**src/rtl/hazard_ctrl.sv**
```systemverilog
// hazard_ctrl: pipeline hazard controller for a 5-stage core with branches resolved in ID.
//
// Detects load-use (LU), branch-on-ALU-result (BA) and branch-on-load (BL) hazards.
// Also freezes the whole pipeline while either cache reports busy.
// All control outputs are combinational from the current state and inputs.
// Only the FSM state and the resume register are clocked.
//
// Ports:
//   clk, rst_n           system clock, synchronous active-low reset
//   IFID_RS1/RS2         source registers of the instruction in ID
//   IDEX_RD              destination register of the instruction in EX
//   IDEX_MemRead         instruction in EX is a load
//   IDEX_RegWrite        instruction in EX writes a register
//   IFID_Branch          instruction in ID is a branch/jalr resolved in ID
//   BranchTaken          ID resolved a redirect this cycle
//   ICACHE/DCACHE_stall  a memory is busy
//   PC_Write, IFID_Write enables for the PC and the IF/ID register
//   IDEX_Bubble          insert a NOP into ID/EX
//   IFID_Flush           squash the instruction in IF/ID
//   Freeze               whole-pipeline hold during a memory stall
//   state                current FSM state (0 RUN, 1 STALL_B, 2 FREEZE), debug only
//
// Optional build macro HAZARD_PERF_CNT_EN adds two performance counter outputs:
//   stall_cycles (32)    cycles with PC_Write low
//   flush_count  (16)    cycles with IFID_Flush high
// Both counters wrap and reset to 0.

module hazard_ctrl (
    input  logic       clk,
    input  logic       rst_n,
    input  logic [4:0] IFID_RS1,
    input  logic [4:0] IFID_RS2,
    input  logic [4:0] IDEX_RD,
    input  logic       IDEX_MemRead,
    input  logic       IDEX_RegWrite,
    input  logic       IFID_Branch,
    input  logic       BranchTaken,
    input  logic       ICACHE_stall,
    input  logic       DCACHE_stall,
    output logic       PC_Write,
    output logic       IFID_Write,
    output logic       IDEX_Bubble,
    output logic       IFID_Flush,
    output logic       Freeze,
    output logic [1:0] state
`ifdef HAZARD_PERF_CNT_EN
    ,
    output logic [31:0] stall_cycles,
    output logic [15:0] flush_count
`endif
);

    typedef enum logic [1:0] {
        StRun    = 2'd0,
        StStallB = 2'd1,
        StFreeze = 2'd2,
        StRsvd   = 2'd3
    } state_e;

    state_e state_q, state_d;
    state_e resume_q, resume_d;
    state_e eff_state;

    logic rd_match;
    logic haz_lu;
    logic haz_ba;
    logic haz_bl;
    logic mem_stall;

    // x0 never creates a dependency, so it never stalls.
    assign rd_match  = (IDEX_RD != 5'd0) &&
                       ((IDEX_RD == IFID_RS1) || (IDEX_RD == IFID_RS2));
    assign haz_lu    = IDEX_MemRead && rd_match;
    assign haz_ba    = IFID_Branch && IDEX_RegWrite && !IDEX_MemRead && rd_match;
    assign haz_bl    = haz_lu && IFID_Branch;
    assign mem_stall = ICACHE_stall || DCACHE_stall;

    // State whose rules apply this cycle when no memory stall is present.
    // FREEZE behaves as the state it interrupted; the unused code acts as RUN.
    always_comb begin
        unique case (state_q)
            StFreeze: eff_state = resume_q;
            StStallB: eff_state = StStallB;
            default:  eff_state = StRun;
        endcase
    end

    // State register.
    always_ff @(posedge clk) begin
        if (!rst_n) begin
            state_q  <= StRun;
            resume_q <= StRun;
        end else begin
            state_q  <= state_d;
            resume_q <= resume_d;
        end
    end

    // Next-state logic.
    always_comb begin
        state_d  = state_q;
        resume_d = resume_q;
        if (state_q == StRsvd) begin
            state_d  = StRun;
            resume_d = StRun;
        end else if (mem_stall) begin
            state_d = StFreeze;
            // Only capture on entry; while frozen keep the interrupted state.
            if (state_q != StFreeze) begin
                resume_d = eff_state;
            end
        end else begin
            unique case (eff_state)
                StStallB: state_d = StRun;
                default:  state_d = haz_bl ? StStallB : StRun;
            endcase
        end
    end

    // Output logic.
    always_comb begin
        PC_Write    = 1'b0;
        IFID_Write  = 1'b0;
        IDEX_Bubble = 1'b0;
        IFID_Flush  = 1'b0;
        Freeze      = 1'b0;
        if (mem_stall) begin
            Freeze = 1'b1;
        end else if (eff_state == StStallB) begin
            // Second bubble of a branch-on-load; the redirect is not yet trustworthy.
            IDEX_Bubble = 1'b1;
        end else if (haz_lu || haz_ba) begin
            IDEX_Bubble = 1'b1;
        end else begin
            PC_Write   = 1'b1;
            IFID_Write = 1'b1;
            IFID_Flush = BranchTaken;
        end
    end

    assign state = state_q;

`ifdef HAZARD_PERF_CNT_EN
    logic [31:0] stall_cycles_q;
    logic [15:0] flush_count_q;

    always_ff @(posedge clk) begin
        if (!rst_n) begin
            stall_cycles_q <= 32'd0;
            flush_count_q  <= 16'd0;
        end else begin
            if (!PC_Write) begin
                stall_cycles_q <= stall_cycles_q + 32'd1;
            end
            if (IFID_Flush) begin
                flush_count_q <= flush_count_q + 16'd1;
            end
        end
    end

    assign stall_cycles = stall_cycles_q;
    assign flush_count  = flush_count_q;
`endif

endmodule
```
**config.mk**
```make
export PLATFORM = sky130hd
export DESIGN_NAME = hazard_ctrl
export DESIGN_NICKNAME = d
export VERILOG_FILES = /design/src/rtl/hazard_ctrl.sv
export SDC_FILE = /design/constraint.sdc
export NUM_CORES = 1
export LEC_CHECK = 0
export ABC_AREA = 1
export CAP_MARGIN = 10
export CORE_AREA = 2 2 39 41
export DETAILED_ROUTE_END_ITERATION = 8
export DIE_AREA = 0 0 41 43
export MAX_ROUTING_LAYER = met4
export PLACE_DENSITY = 0.87
export SLEW_MARGIN = 0
export SYNTH_ARGS = -nofsm -noshare
export SYNTH_HDL_FRONTEND = slang
export SYNTH_SLANG_ARGS = --single-unit
export TNS_END_PERCENT = 1
```
**constraint.sdc**
```tcl
create_clock -name clk -period 3.4 [get_ports clk]
set_input_delay 0.68 -clock clk [delete_from_list [all_inputs] [get_ports clk]]
set_output_delay 0.68 -clock clk [all_outputs]
set_load 0.02 [all_outputs]
```
==> flow_metrics.tcl <==
set metrics [dict create \
    io_pins 30 \
    yosys.area_share.simple 0.4826 \
    crit_slowest_cell "clkdlybuf4s50_1" \
    place.detailed.hpwl_um 956.5 \
    netlist.area_leader.share 0.2413 \
    yosysWarnings 0 \
    min_period_ps 3136 \
    via_count 591 \
    critical_path_required_ps 2720 \
    min_path_type "reg2reg" \
    critical_path_cell_count 10 \
    slowest_delay_ps 610 \
    synth_fa_ha_area_frac 0.08043 \
    fmax_mhz 318.8 \
    avgSynthCellArea_um2 5.303 \
    worstMarginPinSlew_ps 216.4 \
    gr-total-overflow 0 \
    powerDensity_mw_per_mm2 226.5 \
    r2r_cells 6 \
    area_growth_pct 69.71 \
    cts_made_buffers 3 \
    synth_top_area_cell "nand2_1" \
    nNetsFinal 147 \
    postCtsSetupBuffers 0 \
    crit_chain "clkdlybuf4s50_1 > inv_1 > nand2_1 > nand2_1 > nor2_1 > nand3_1 > nand2_2 > nand3_2 > a21oi_2 > clkdlybuf4s50_1" \
    synth_cell_types 17 \
    dr.pass1.iters 4 \
    antenna_cells 0 \
    drtIter0Drc 6 \
    fin_skew_ps 5.133 \
    fp.dieW_um 41 \
    grt_pass1_wl_um 1704 \
    drcViolationCount 0 \
    irDropWorstVdd_uv 79.80 \
    stdcell_count 135 \
    ff2ff_setup_slack_ps 2110 \
    wirelength_um 1053 \
    start_kind "primary input" \
    die_area_mm2 0.001763 \
    syn_area_um2 466.7 \
    synth_top_family_by_area "simple AND/OR/NAND/NOR gates" \
    cts_tree "done" \
    final_antenna_net_count 0 \
    numPortBuffers 29 \
    ys_ff_latch 4 \
    worstHoldPathCells 2 \
    grt_setup_unrepaired "false" \
    grt.total_usage 0.1459 \
    clk_pin_slew_ps 40 \
    grt_max_degree 6 \
    cp_data_arrival_time_ps 2460 \
    reg2reg_from "state[0]" \
    rows 14 \
    avgViaCountPerCell 4.378 \
    min_from "resume_q[1]" \
    avgRoutedWirePerCell_um 7.800 \
    whs_ps 442.5 \
    fin_setup_tns_ps 0 \
    syn_nets 114 \
    critical_path.top_delay_family "buffers and inverters" \
    worstReg2RegEnd "state[0]" \
    finalCritPeriodShare 0.9225 \
    antenna_found_initial 0 \
    finalSetupViolations 0 \
    netlist_instances 88 \
    ctsRootBufferMaster "clkbuf_4" \
    synth_mux_area_frac 0 \
    chipHeight_um 43 \
    drv_cap 0 \
    drive_above_1_share 0.08403 \
    cts_hold_buf 0 \
    gp_congestion 0.7260 \
    ys_seq_area_frac 0.1716 \
    core_mm2 0.001384 \
    cts_resized 0 \
    initial_core_util 0.3373 \
    h-tree-depth 1 \
    worstPathMaxFanout 4 \
    synth.area.top_cells "nand2_1 (24%), dfxtp_1 (17%), inv_1 (14%)" \
    first_global_vias 515 \
    synth_compound_area_frac 0.05094 \
    dp_cells 132 \
    status "completed" \
    clock_latency_ps 250 \
    hold_violations 0 \
    finalPower_uw 179.4 \
    synth_xor_area_frac 0.03753 \
    slew_headroom 0.8553 \
    hold_path_end "resume_q[1]" \
    end_kind "output port" \
    clkSinkCount 4 \
    leakage_nw 0.3979 \
    path_class "in2out" \
    maxSlewViolCount 0 \
    clock_path_buffers 2 \
    worst-path-buf-inv 3 \
]
## cells by family after synthesis
family,Yosys count
DFF,4
xor gates and xnor gates,2
AOI/OAI and AO/OA,4
and+or+nand+nor,54
adders and majority gates,3
buffers and inverters,21
## final cells by class
type	instances	area (µm²)
Inverter	20	75.07
Timing Repair Buffer	29	290.3
Multi-Input combinational cell	63	304.0
Sequential cell	4	80.08
Tap cell	16	20.02
Clock buffer	3	22.52
Fill cell	146	591.8
## where the power goes
group / switching, mW / internal, mW / leakage, nW / total (mW)
clock: 0.0229 / 0.0397 / 0.0138 / 0.0626
combinational: 0.0290 / 0.0390 / 0.352 / 0.0680
sequential: 0.000814 / 0.0480 / 0.0326 / 0.0488
total: 0.0527 / 0.127 / 0.398 / 0.179
## metrics by stage
| stage | setup WS, ps | utilization | instance area, µm² |
|---|---|---|---|
| after detailed placement | 250.0 | 0.5561 | 769.5 |
| after floorplan | 1052 | - | 466.7 |
| final | 263.6 | 0.5723 | 792.0 |
| after global routing | 144.7 | 0.5723 | 792.0 |
| after global placement | 275.9 | 0.5561 | 769.5 |
| after CTS | 243.7 | 0.5723 | 792.0 |
## tightest hold or removal path, stage by stage, from the launching register on
cell and delay, ps:
dfxtp_1 300, nand2_1 60, nor2_1 40
## cell usage after synthesis
library cell / count
xnor2_1: 2
nand3_1: 5
buf_4: 1
nor2_2: 1
nor2_1: 13
clkinv_1: 1
nand2_2: 2
nand3_2: 1
nand2_1: 30
dfxtp_1: 4
inv_2: 2
inv_1: 17
a21oi_2: 1
ha_1: 3
nor3_1: 2
a21oi_1: 2
o21ai_0: 1
## how the worst max path moves through the flow
stage | slack [ps] | endpoint | startpoint
global placement | 280 | IDEX_Bubble | IDEX_RD[0]
floorplan | 1050 | PC_Write | IFID_RS2[0]
CTS | 240 | IDEX_Bubble | IDEX_RD[0]
finish | 260 | IDEX_Bubble | IDEX_RD[0]
global route | 140 | IDEX_Bubble | IDEX_RD[0]
detailed placement | 250 | IDEX_Bubble | IDEX_RD[0]
## per-layer routing
layer	global-route usage	share of wire	up-vias
met2	0.2594	0.53	19
met3	0.01571	0.069	4
met1	0.1218	0.36	247
met5	-	0	-
li1	-	-	321
met4	0.1200	0.036	0
## registers in the layout (all words and copies together), names as in the netlist
name      cells
state         2
resume_q      2
## layout by cell type, fill, tap and decap left out
master and instances:
nand2_1 30, clkdlybuf4s50_1 29, inv_1 17, nor2_1 13, nand3_1 5, dfxtp_1 4, ha_1 3, clkbuf_4 3
inv_2 2, xnor2_1 2, nand2_2 2, nor3_1 2, a21oi_1 2, nor2_2 1, clkinv_1 1, nand3_2 1
a21oi_2 1, o21ai_0 1
No activity file was read; power rests on OpenSTA's default activity.
